File: src/rtl/pipe_stage_reg.sv
// -----------------------------------------------------------------------------
// pipe_stage_reg
//
// Two-entry pipeline stage register with skid buffer (e.g. the ID/EX slot).
// The main register M drives out_data directly; the skid register S absorbs
// one entry when downstream backpressure arrives. This keeps in_ready a
// function of registered state only, so in_ready has no path from out_ready.
// flush kills both entries and takes priority over everything. stall
// freezes the stage. A saturating counter counts bubble cycles.
//
// Ports
//   clk         clock, all state on the rising edge
//   rst         asynchronous, active-high reset
//   flush       kill all held entries (branch/jump redirect)
//   stall       freeze stage: no accept, no emit
//   in_valid    upstream entry valid
//   in_ready    stage can accept this cycle
//   in_data     upstream payload [DATA_W]
//   out_valid   out_data holds a valid entry
//   out_ready   downstream takes the entry this cycle
//   out_data    payload of the main entry, driven directly from a register
//   occupancy   entries held (0..2)
//   bubble_cnt  non-stalled cycles with out_valid=0, saturating [CNT_W]
// -----------------------------------------------------------------------------
module pipe_stage_reg #(
  parameter int DATA_W         = 128,
  parameter bit CLEAR_ON_FLUSH = 1'b1,
  parameter int CNT_W          = 16
) (
  input  logic              clk,
  input  logic              rst,
  input  logic              flush,
  input  logic              stall,
  input  logic              in_valid,
  output logic              in_ready,
  input  logic [DATA_W-1:0] in_data,
  output logic              out_valid,
  input  logic              out_ready,
  output logic [DATA_W-1:0] out_data,
  output logic [1:0]        occupancy,
  output logic [CNT_W-1:0]  bubble_cnt
);

  // State. S is only ever valid while M is valid, so the pair of valid
  // bits fully encodes occupancy 0/1/2.
  logic              m_valid_q, m_valid_d;
  logic              s_valid_q, s_valid_d;
  logic [DATA_W-1:0] m_data_q,  m_data_d;
  logic [DATA_W-1:0] s_data_q,  s_data_d;
  logic [CNT_W-1:0]  bubble_q,  bubble_d;

  logic accept;
  logic emit;
  logic bubble_inc;

  // Handshake outputs. in_ready does not depend on in_valid, and neither
  // output depends on the opposite side's handshake input.
  assign in_ready  = ~s_valid_q & ~stall & ~flush;
  assign out_valid =  m_valid_q & ~stall & ~flush;

  assign accept = in_valid  & in_ready;
  assign emit   = out_valid & out_ready;

  assign out_data   = m_data_q;
  assign occupancy  = {s_valid_q, m_valid_q & ~s_valid_q};
  assign bubble_cnt = bubble_q;

  // Next-state logic for the two entries.
  always_comb begin
    // NOTE: every variable gets a hold default first so that no path through
    // the case below leaves it unassigned, which would infer a latch.
    m_valid_d = m_valid_q;
    s_valid_d = s_valid_q;
    m_data_d  = m_data_q;
    s_data_d  = s_data_q;

    if (flush) begin
      m_valid_d = 1'b0;
      s_valid_d = 1'b0;
      if (CLEAR_ON_FLUSH) begin
        m_data_d = '0;
        s_data_d = '0;
      end
    end else begin
      // stall forces accept=emit=0, so the default hold covers it.
      // Payload registers load only on real transfers to limit toggling.
      unique case ({s_valid_q, m_valid_q})
        2'b00: begin
          if (accept) begin
            m_valid_d = 1'b1;
            m_data_d  = in_data;
          end
        end
        2'b01: begin
          if (accept && emit) begin
            m_data_d  = in_data;
          end else if (accept) begin
            s_valid_d = 1'b1;
            s_data_d  = in_data;
          end else if (emit) begin
            // out_data keeps showing the last value.
            m_valid_d = 1'b0;
          end
        end
        2'b11: begin
          // in_ready is low here, so only an emit can happen.
          if (emit) begin
            s_valid_d = 1'b0;
            m_data_d  = s_data_q;
          end
        end
        default: begin
          // S valid without M valid cannot be reached; recover to empty.
          m_valid_d = 1'b0;
          s_valid_d = 1'b0;
        end
      endcase
    end
  end

  // Bubble counter. A flush always counts as a bubble, even with stall
  // high, because a simultaneous flush and stall behaves as a flush.
  assign bubble_inc = flush | (~stall & ~out_valid);

  always_comb begin
    bubble_d = bubble_q;
    if (bubble_inc && (bubble_q != {CNT_W{1'b1}})) begin
      bubble_d = bubble_q + 1'b1;
    end
  end

  // NOTE: the payload registers are reset as well as the valid bits, so
  // out_data reads zero during and right after reset rather than stale data.
  always_ff @(posedge clk or posedge rst) begin
    if (rst) begin
      m_valid_q <= 1'b0;
      s_valid_q <= 1'b0;
      m_data_q  <= '0;
      s_data_q  <= '0;
      bubble_q  <= '0;
    end else begin
      // NOTE: sequential state uses non-blocking assignments so every flop
      // samples the pre-edge values, independent of statement order.
      m_valid_q <= m_valid_d;
      s_valid_q <= s_valid_d;
      m_data_q  <= m_data_d;
      s_data_q  <= s_data_d;
      bubble_q  <= bubble_d;
    end
  end

endmodule

File: config.mk
export PLATFORM = sky130hd
export DESIGN_NAME = pipe_stage_reg
export DESIGN_NICKNAME = d
export VERILOG_FILES = /design/src/rtl/pipe_stage_reg.sv
export SDC_FILE = /design/constraint.sdc
export NUM_CORES = 1
export LEC_CHECK = 0
export CAP_MARGIN = 20
export CORE_MARGIN = 3
export CORE_UTILIZATION = 55
export DETAILED_ROUTE_END_ITERATION = 16
export PLACE_DENSITY = 0.95
export REMOVE_ABC_BUFFERS = 1
export SYNTH_ARGS = -nofsm -noshare
export SYNTH_HDL_FRONTEND = slang
export SYNTH_SLANG_ARGS = --single-unit
File: constraint.sdc
create_clock -name clk -period 26 [get_ports clk]
set_clock_uncertainty 0.2 [all_clocks]
set_input_delay 5.2 -clock clk [delete_from_list [all_inputs] [get_ports clk]]
set_output_delay 5.2 -clock clk [all_outputs]
set_load 0.05 [all_outputs]
==> metrics <==
Reg2Reg Setup Slack=22.08 ns; peak fanout along the critical path=57; Slew headroom=0.236; clock share of power=0.340; Setup Buffers After CTS=0; routability cong.=~0.84; Req. time, crit path=around 20 ns; worst-path cell chain=buf_6 > inv_4 > nand2_1 > nor2_1 > clkdlybuf4s50_1; wirelength, routed=~33000 um; kind of critical path=primary input to output pin; Slew Limit Fails=0; post-DR vias/cell=around 5.7; most numerous cell in the Yosys netlist=nand2_1; Fin. Hold Viols=0; FMAX=roughly 80 MHz; reg-to-reg endpoint=out_data[9]; Worst path slowest cell=clkdlybuf4s50_1; Max VDD drop=0.0693 mV; Final period util=0.483; drc violations=0; Max Cap Viol=0; Hold Startpoint=s_data_q[35]; IO Count=approximately 280; crit start category=primary input; detailed placement HPWL=20900 um; CTS Buf Count=29; CP Data Arrival Time=a little over 7 ns; register bit total from synthesis=~270; antenna violations before repair=1; most common flop cell mapped by yosys=dfrtp_1; largest area contributor in the netlist=dfrtp_1; Final ANT Viol Nets=0; Post-synth ARST share=1.00; CTS Hold Bufs=0; drt pass-1 iters=5; PwrDens=between 70 and 80 nW/um^2; CTS H-Tree Depth=1; root buffer cell=clkbuf_16; worst r2r src=m_valid_q; Total GRT Usage=0.256; Rows=55; chip height=about 160 um; Reg power frac=0.432; synth top area cells=dfrtp_1, nand2_1, o31ai_2, mux2i_1, o21ai_0; total die area=roughly 25000 um^2; area share of the largest cell type after synthesis=0.534; first-pass GRT wire length=between 50000 and 60000 um; core area=approximately 23000 um^2; port bufs=about 280; largest net degree at the start of global routing=around 140; max incr delay on CP=~0.7 ns; RSZ-0062 raised after global routing=no; Seq/Total Area, Yosys=0.534; cells on worst reg2reg path=6; Post-Syn Instances=approximately 1200; Synth Cell Area=around 13000 um^2; top cells by count, synth=nand2_1, dfrtp_1, mux2i_1, o21ai_0, o31ai_2; Post-synth EDFFs=0; fin crit period=around 13 ns; Sw Ratio=0.320; vias in the first global route=slightly above 10000; Comb pwr share=0.228; YS warnings=0; chip width=between 150 and 200 um; initial DRC count=~620; Worst setup EP type=output pin; final core utilization=0.726; Max clock buf depth=3; Tightest Pin Transition=between 1 and 1.5 ns; routed vias=between 10000 and 15000; Fillers=1479; GRT overflow=0; Setup Viol. Count Final=0; worst hold path stage count=2; CTS sink cnt=~270; Post-CTS Resized=0; Pint=roughly 0.79 mW; Synth cell types=40; Switching Power=roughly 0.37 mW; Clock transition at path regs=~0.06 ns; Starting Density=0.564; layout cells sized above 1=0.127; setup TNS=0 ns; Area Growth Syn to Fin=28.9%; WL/cell=between 15 and 20 um; CTS tree=done; clk_lat worst skew=approximately 0.53 ns; leakage power=about 7.9 nW; status=finished clean; Syn Area/Cell=10.5 um^2; hold endpoint=s_data_q[35]; HP Class=flop to flop; number of nets in the layout=1577
## registers in the layout (all words and copies together), names as in the netlist
name and cells:
out_data 128, s_valid_q 1, s_data_q 128, bubble_cnt 16
m_valid_q 1
## cells in the final DEF, fill, tap and decap left out, drive strengths merged, types with 2 or more instances in the layout
cell type / synthesis / routed
a21oi: 4 / 4
a41oi: 2 / 2
buf: 51 / 14
clkbuf: 50 / 42
clkdlybuf4s50: 0 / 280
clkinv: 0 / 5
dfrtp: 274 / 274
inv: 5 / 6
mux2: 4 / 4
mux2i: 128 / 128
nand2: 390 / 390
nand3: 6 / 6
nand4: 4 / 4
nor2: 7 / 7
nor2b: 3 / 3
nor3: 4 / 4
nor4: 6 / 6
o21a: 2 / 2
o21ai: 131 / 131
o31ai: 128 / 128
xor2: 8 / 8
## critical path, delay by kind of cell
kind	cells	cell delay, ns
simple gates	2	0.27
buf+inv	3	1.63
## worst max-delay path by stage
stage                from          end  slack (ns)
floorplan           flush  out_data[0]       11.52
global placement    flush    out_valid       13.44
detailed placement  flush    out_valid       13.47
CTS                 flush    out_valid       13.45
global route        flush    out_valid       13.34
finish              flush    out_valid       13.45
## cells by family after synthesis
family	after synthesis	synth area share
mux	132	0.104
fa+ha+maj	1	0.000974
xor+xnor	8	0.00546
buf+inv	106	0.0448
compound gates	272	0.177
simple gates	425	0.134
flops	274	0.534
## power by group through the flow
stage               Combinational (mW)  Sequential [mW]  Clock, mW
detailed placement               0.263            0.506          0
floorplan                       0.0824            0.584          0
global route                     0.280            0.505      0.419
global placement                 0.256            0.504          0
finish                           0.264            0.500      0.394
CTS                              0.265            0.500      0.401
## routing by layer
layer | vias to the layer above | track usage | wire (um)
met5 | - | 0 | 0
met4 | 0 | 0.0784 | 966
met3 | 67 | 0.0498 | 2300
met2 | 424 | 0.440 | 16800
li1 | 4642 | - | -
met1 | 5022 | 0.331 | 13100
## layout make-up
class                           instances  area (um^2)  area share
Antenna cell                            1         2.50    0.000151
Clock buffer                           42          865      0.0523
Clock inverter                          7         43.8     0.00265
Inverter                                5         28.8     0.00174
Multi-Input combinational cell        838         5430       0.328
Sequential cell                       274         6860       0.414
Tap cell                              313          392      0.0237
Timing Repair Buffer                  294         2930       0.177
## per-stage QoR
stage | power, mW | cells | hold WS [ns] | instance area [um^2] | worst slack (ns)
3_5_place_dp | 0.769 | 1723 | 0.269 | 15600 | 13.47
5_1_grt | 1.20 | 1774 | 0.300 | 16500 | 13.34
3_3_place_gp | 0.760 | 1723 | 0.261 | 15600 | 13.44
4_1_cts | 1.17 | 1772 | 0.282 | 16500 | 13.45
6_report | 1.16 | 1774 | 0.280 | 16500 | 13.45
2_1_floorplan | 0.667 | 1117 | 0.249 | 12300 | 11.52
Power figures use the tool's default switching activity.
